## src/rtl/board_io_pkg.sv

```systemverilog
// Shared board I/O constants: debounce default and channel indices for the
// switch/button conditioning block.
package board_io_pkg;

    localparam int unsigned DEBOUNCE_CYCLES_DEFAULT = 16;

    localparam int unsigned CH_SW_WR = 0;
    localparam int unsigned CH_SW_RD = 1;
    localparam int unsigned CH_BTN   = 2;
    localparam int unsigned NUM_CH   = 3;

endpackage

```

## src/rtl/debounce_channel.sv

```systemverilog
// One debounce channel: 2-flop synchronizer, stability counter and registered
// rise/fall pulses on each accepted level change.
module debounce_channel #(
    parameter int unsigned DEBOUNCE_CYCLES = 16
) (
    input  logic clock,
    input  logic reset,
    input  logic raw,
    output logic level,
    output logic rise,
    output logic fall
);

    localparam int unsigned CntW = $clog2(DEBOUNCE_CYCLES);
    localparam logic [CntW-1:0] CntMax = CntW'(DEBOUNCE_CYCLES - 1);

    logic            sync0_q, sync1_q;
    logic            stable_q, stable_d;
    logic [CntW-1:0] cnt_q, cnt_d;
    logic            rise_q, rise_d;
    logic            fall_q, fall_d;

    always_comb begin
        stable_d = stable_q;
        cnt_d    = '0;
        rise_d   = 1'b0;
        fall_d   = 1'b0;
        if (sync1_q != stable_q) begin
            // The level is only accepted once it has differed for DEBOUNCE_CYCLES edges.
            if (cnt_q == CntMax) begin
                stable_d = sync1_q;
                rise_d   = sync1_q;
                fall_d   = ~sync1_q;
            end else begin
                cnt_d = cnt_q + 1'b1;
            end
        end
    end

    always_ff @(posedge clock) begin
        if (reset) begin
            sync0_q  <= 1'b0;
            sync1_q  <= 1'b0;
            stable_q <= 1'b0;
            cnt_q    <= '0;
            rise_q   <= 1'b0;
            fall_q   <= 1'b0;
        end else begin
            sync0_q  <= raw;
            sync1_q  <= sync0_q;
            stable_q <= stable_d;
            cnt_q    <= cnt_d;
            rise_q   <= rise_d;
            fall_q   <= fall_d;
        end
    end

    assign level = stable_q;
    assign rise  = rise_q;
    assign fall  = fall_q;

endmodule

```

## src/rtl/input_debouncer.sv

```systemverilog
// Debounces the two slide switches and the push button through three
// independent channels; all outputs come straight from channel flops.
module input_debouncer
    import board_io_pkg::*;
#(
    parameter int unsigned DEBOUNCE_CYCLES = DEBOUNCE_CYCLES_DEFAULT
) (
    input  logic       clock,
    input  logic       reset,
    input  logic [1:0] sw_raw,
    input  logic       btn_raw,
    output logic [1:0] sw_clean,
    output logic [1:0] sw_changed,
    output logic       btn_level,
    output logic       btn_press
);

    logic [NUM_CH-1:0] raw;
    logic [NUM_CH-1:0] level;
    logic [NUM_CH-1:0] rise;
    logic [NUM_CH-1:0] fall;
    logic              unused_btn_fall;

    always_comb begin
        raw           = '0;
        raw[CH_SW_WR] = sw_raw[0];
        raw[CH_SW_RD] = sw_raw[1];
        raw[CH_BTN]   = btn_raw;
    end

    for (genvar g = 0; g < NUM_CH; g++) begin : g_ch
        debounce_channel #(
            .DEBOUNCE_CYCLES(DEBOUNCE_CYCLES)
        ) u_ch (
            .clock(clock),
            .reset(reset),
            .raw  (raw[g]),
            .level(level[g]),
            .rise (rise[g]),
            .fall (fall[g])
        );
    end

    assign sw_clean   = {level[CH_SW_RD], level[CH_SW_WR]};
    assign sw_changed = {rise[CH_SW_RD] | fall[CH_SW_RD], rise[CH_SW_WR] | fall[CH_SW_WR]};
    assign btn_level  = level[CH_BTN];
    assign btn_press  = rise[CH_BTN];

    // Button release is deliberately silent.
    assign unused_btn_fall = fall[CH_BTN];

endmodule

```

## config.mk

```make
export PLATFORM = sky130hd
export DESIGN_NAME = input_debouncer
export DESIGN_NICKNAME = d
export VERILOG_FILES = /design/src/rtl/board_io_pkg.sv /design/src/rtl/debounce_channel.sv /design/src/rtl/input_debouncer.sv
export SDC_FILE = /design/constraint.sdc
export NUM_CORES = 1
export LEC_CHECK = 0
export CAP_MARGIN = 30
export CORE_UTILIZATION = 55
export CTS_CLUSTER_DIAMETER = 50
export DETAILED_ROUTE_END_ITERATION = 16
export HOLD_SLACK_MARGIN = 0.15
export PLACE_DENSITY = 0.79
export SLEW_MARGIN = 15
export SYNTH_ARGS = -nofsm -noshare
export SYNTH_HDL_FRONTEND = slang
export SYNTH_SLANG_ARGS = --single-unit
```

## constraint.sdc

```tcl
create_clock -name clock -period 2.75 [get_ports clock]
set_input_delay 0.825 -clock clock [delete_from_list [all_inputs] [get_ports clock]]
set_output_delay 0.825 -clock clock [all_outputs]
set_load 0.02 [all_outputs]
```

==> flow_metrics.env <==
export IMPL_status="complete, no violations"
export IMPL_min_path_type="reg2reg"
export IMPL_cp_slowest_cell="clkdlybuf4s50_1"
export IMPL_worstMarginPinSlew_ns=0.512
export IMPL_grt_max_degree=18
export IMPL_critical_path_required_ns=1.93
export IMPL_worst_path_max_fanout=1
export IMPL_yosysSeqAreaShare=0.575
export IMPL_synth_seq_cells=26
export IMPL_power_share_clock=0.315
export IMPL_maxSlewViolCount=0
export IMPL_netlist_area_leader_share=0.575
export IMPL_arrival_ns=1.44
export IMPL_hpwl_um=881
export IMPL_yosys_cell_count_top_type="dfxtp_1"
export IMPL_drv_cap=0
export IMPL_ys_types=16
export IMPL_drive_above_1_share=0.0625
export IMPL_area_growth_pct=15.2
export IMPL_ant_nets=0
export IMPL_cts_setup_buffers=0
export IMPL_synth_top_family_by_area="simple AND/OR/NAND/NOR gates"
export IMPL_max_freq_mhz=442
export IMPL_drtIter0Drc=18
export IMPL_cts_buffers=3
export IMPL_synthMuxAreaShare=0.0331
export IMPL_ir_worst_vdd_mv=0.393
export IMPL_fin_crit_ns=2.26
export IMPL_syn_inst=85
export IMPL_wl_per_cell_um=10.5
export IMPL_finalClockSkew_ns=0.00943
export IMPL_start_util=0.594
export IMPL_timing_final_crit_share=0.823
export IMPL_critPathKind="reg2out"
export IMPL_nets=105
export IMPL_finalNonFillerCells=112
export IMPL_async_flop_share=0
export IMPL_synth_commonest_cells="dfxtp_1, nor2_1, nand3_1"
export IMPL_clk_latency_ns=0.31
export IMPL_p_comb_frac=0.029
export IMPL_routed_wl_um=1180
export IMPL_antenna_found_initial=0
export IMPL_p_int_w=0.000472
export IMPL_synth_warnings=0
export IMPL_clock_path_buffers=2
export IMPL_rsz0062_at_grt="false"
export IMPL_dieArea_sq_mm=0.00181
export IMPL_first_pass_iters=4
export IMPL_synth_ff_type="dfxtp_1"
export IMPL_die_width_um=42.6
export IMPL_num_fill_cells=125
export IMPL_syn_avg_cell_area_sq_um=10.7
export IMPL_synth_xor_area_frac=0.0870
export IMPL_clock_tree_htree_level_count=1
export IMPL_synth_area_sq_um=906
export IMPL_clkSlewWorstSetupHoldPaths_ns=0.13
export IMPL_yosysTopAreaCell="dfxtp_1"
export IMPL_dp_cells=108
export IMPL_maxSlewHeadroom=0.657
export IMPL_setup_tns_ns=0
export IMPL_p_leak_nw=0.453
export IMPL_core_rowCount=14
export IMPL_end_kind="output port"
export IMPL_grt_usage=0.154
export IMPL_power_density_mw_per_mm2=562
export IMPL_setup_violations=0
export IMPL_netSwitchingFraction=0.195
export IMPL_synth_adder_area_share=0.0414
export IMPL_synth_compound_area_share=0
export IMPL_cts_tree="built"
export IMPL_seqPwrFrac=0.656
export IMPL_slowest_delay_ns=0.54
export IMPL_place_congestion=0.718
export IMPL_synth_simple_area_share=0.227
export IMPL_hold_viol=0
export IMPL_fp_coreArea_sq_mm=0.00152
export IMPL_synth_edff_count=0
export IMPL_cts_root_buf="clkbuf_4"
export IMPL_cts_resized=0
export IMPL_ios=11
export IMPL_synth_nets=93
export IMPL_worst_setup_path_start_kind="flip-flop"
export IMPL_synthTopCellsByArea="dfxtp_1, xor2_1, nor2_1, nor4b_1, nand3_1"
export IMPL_antenna_cells=0
export IMPL_grt_ovfl_total=0
export IMPL_grt_pass1_wl_um=2080
export IMPL_cts_hold_buf=0
export IMPL_drc=0
export IMPL_vias=575
export IMPL_p_sw_w=0.000115
export IMPL_die_h_um=42.6
export IMPL_port_buffers=10
export IMPL_crit_chain="or2_2, clkdlybuf4s50_1"
export IMPL_viasPerCell=5.13
export IMPL_cts_sinks=26
export IMPL_grt_pass1_vias=489
==> power groups by stage <==
stage	combinational [W]	sequential (W)	clock, W
finish	0.0000170	0.000385	0.000185
global route	0.0000192	0.000386	0.000205
CTS	0.0000172	0.000385	0.000191
detailed placement	0.0000172	0.000394	0
global placement	0.0000167	0.000393	0
floorplan	0.00000943	0.000393	0
==> cell usage in the layout, fill, tap and decap left out <==
| master | netlist | final |
|---|---|---|
| and3_1 | 2 | 2 |
| clkbuf_4 | 0 | 3 |
| clkbuf_8 | 0 | 1 |
| clkdlybuf4s50_1 | 0 | 10 |
| dfxtp_1 | 26 | 26 |
| ha_1 | 3 | 3 |
| inv_1 | 4 | 4 |
| mux2i_1 | 3 | 3 |
| nand3_1 | 8 | 8 |
| nor2_1 | 12 | 12 |
| nor2b_1 | 6 | 6 |
| nor3_1 | 1 | 1 |
| nor4b_1 | 5 | 5 |
| or2_2 | 2 | 2 |
| or3b_1 | 1 | 1 |
| xnor2_1 | 2 | 2 |
| xor2_1 | 7 | 7 |
==> sequential cells by signal, summed over array words and instances (netlist names) <==
register and cells:
g_ch.u_ch.rise 3, g_ch.u_ch.level 3, g_ch.u_ch.sync0_q 3, g_ch.u_ch.sync1_q 3
g_ch.u_ch.cnt_q 12, g_ch.u_ch.fall 2
==> worst max-delay path: cells and delay by family, from the launching register on <==
| family | cells | cell delay, ns |
|---|---|---|
| buf+inv | 1 | 0.54 |
| flops | 1 | 0.32 |
| simple gates | 1 | 0.29 |
==> cell type report <==
type,count,area (sq um),share of cell area
repair buffers,10,100,0.0959
clock buffers,4,36.3,0.0348
inverters,4,15.0,0.0144
multi-input cells,52,352,0.337
well taps,16,20.0,0.0192
flip-flops and latches,26,520,0.499
==> logic make-up (layout without fill, tap and decap cells) <==
group         Yosys count  in the layout
xor+xnor                9              9
mux                     3              3
fa+ha+maj               3              3
flops                  26             26
simple gates           37             37
buf+inv                 7             18
==> per-stage QoR <==
| stage | setup WS (ns) | instance area (sq um) | utilization | hold slack, ns | total power [W] |
|---|---|---|---|---|---|
| after global placement | 0.579 | 1010 | 0.661 | 0.417 | 0.000410 |
| after floorplan | 1.31 | 906 | - | 0.414 | 0.000402 |
| final | 0.486 | 1040 | 0.685 | 0.454 | 0.000587 |
| after CTS | 0.468 | 1040 | 0.685 | 0.456 | 0.000594 |
| after detailed placement | 0.522 | 1010 | 0.661 | 0.425 | 0.000411 |
| after global routing | 0.431 | 1040 | 0.685 | 0.470 | 0.000611 |
==> metal layers <==
metal	up-vias	wire length, um	GRT usage	share of wire
met5	-	0	0	0
met4	0	10	0.0938	0.0085
met3	2	37	0.0259	0.031
met2	11	519	0.194	0.44
met1	262	607	0.241	0.52
li1	300	-	-	-
==> worst paths after layout <==
check                                        start                          endpoint  slack, ns  cells past startpoint
hold reg to reg    g_ch[0].u_ch.sync0_q$_SDFF_PP0_   g_ch[0].u_ch.sync1_q$_SDFF_PP0_       0.45                      1
setup reg to reg  g_ch[1].u_ch.cnt_q[0]$_SDFF_PP0_  g_ch[1].u_ch.cnt_q[3]$_SDFF_PP0_       1.42                      4
setup / recovery      g_ch[0].u_ch.fall$_SDFF_PP0_                     sw_changed[0]       0.49                      2
hold / removal     g_ch[0].u_ch.sync0_q$_SDFF_PP0_   g_ch[0].u_ch.sync1_q$_SDFF_PP0_       0.45                      1
(Power assumes the default switching activity.)
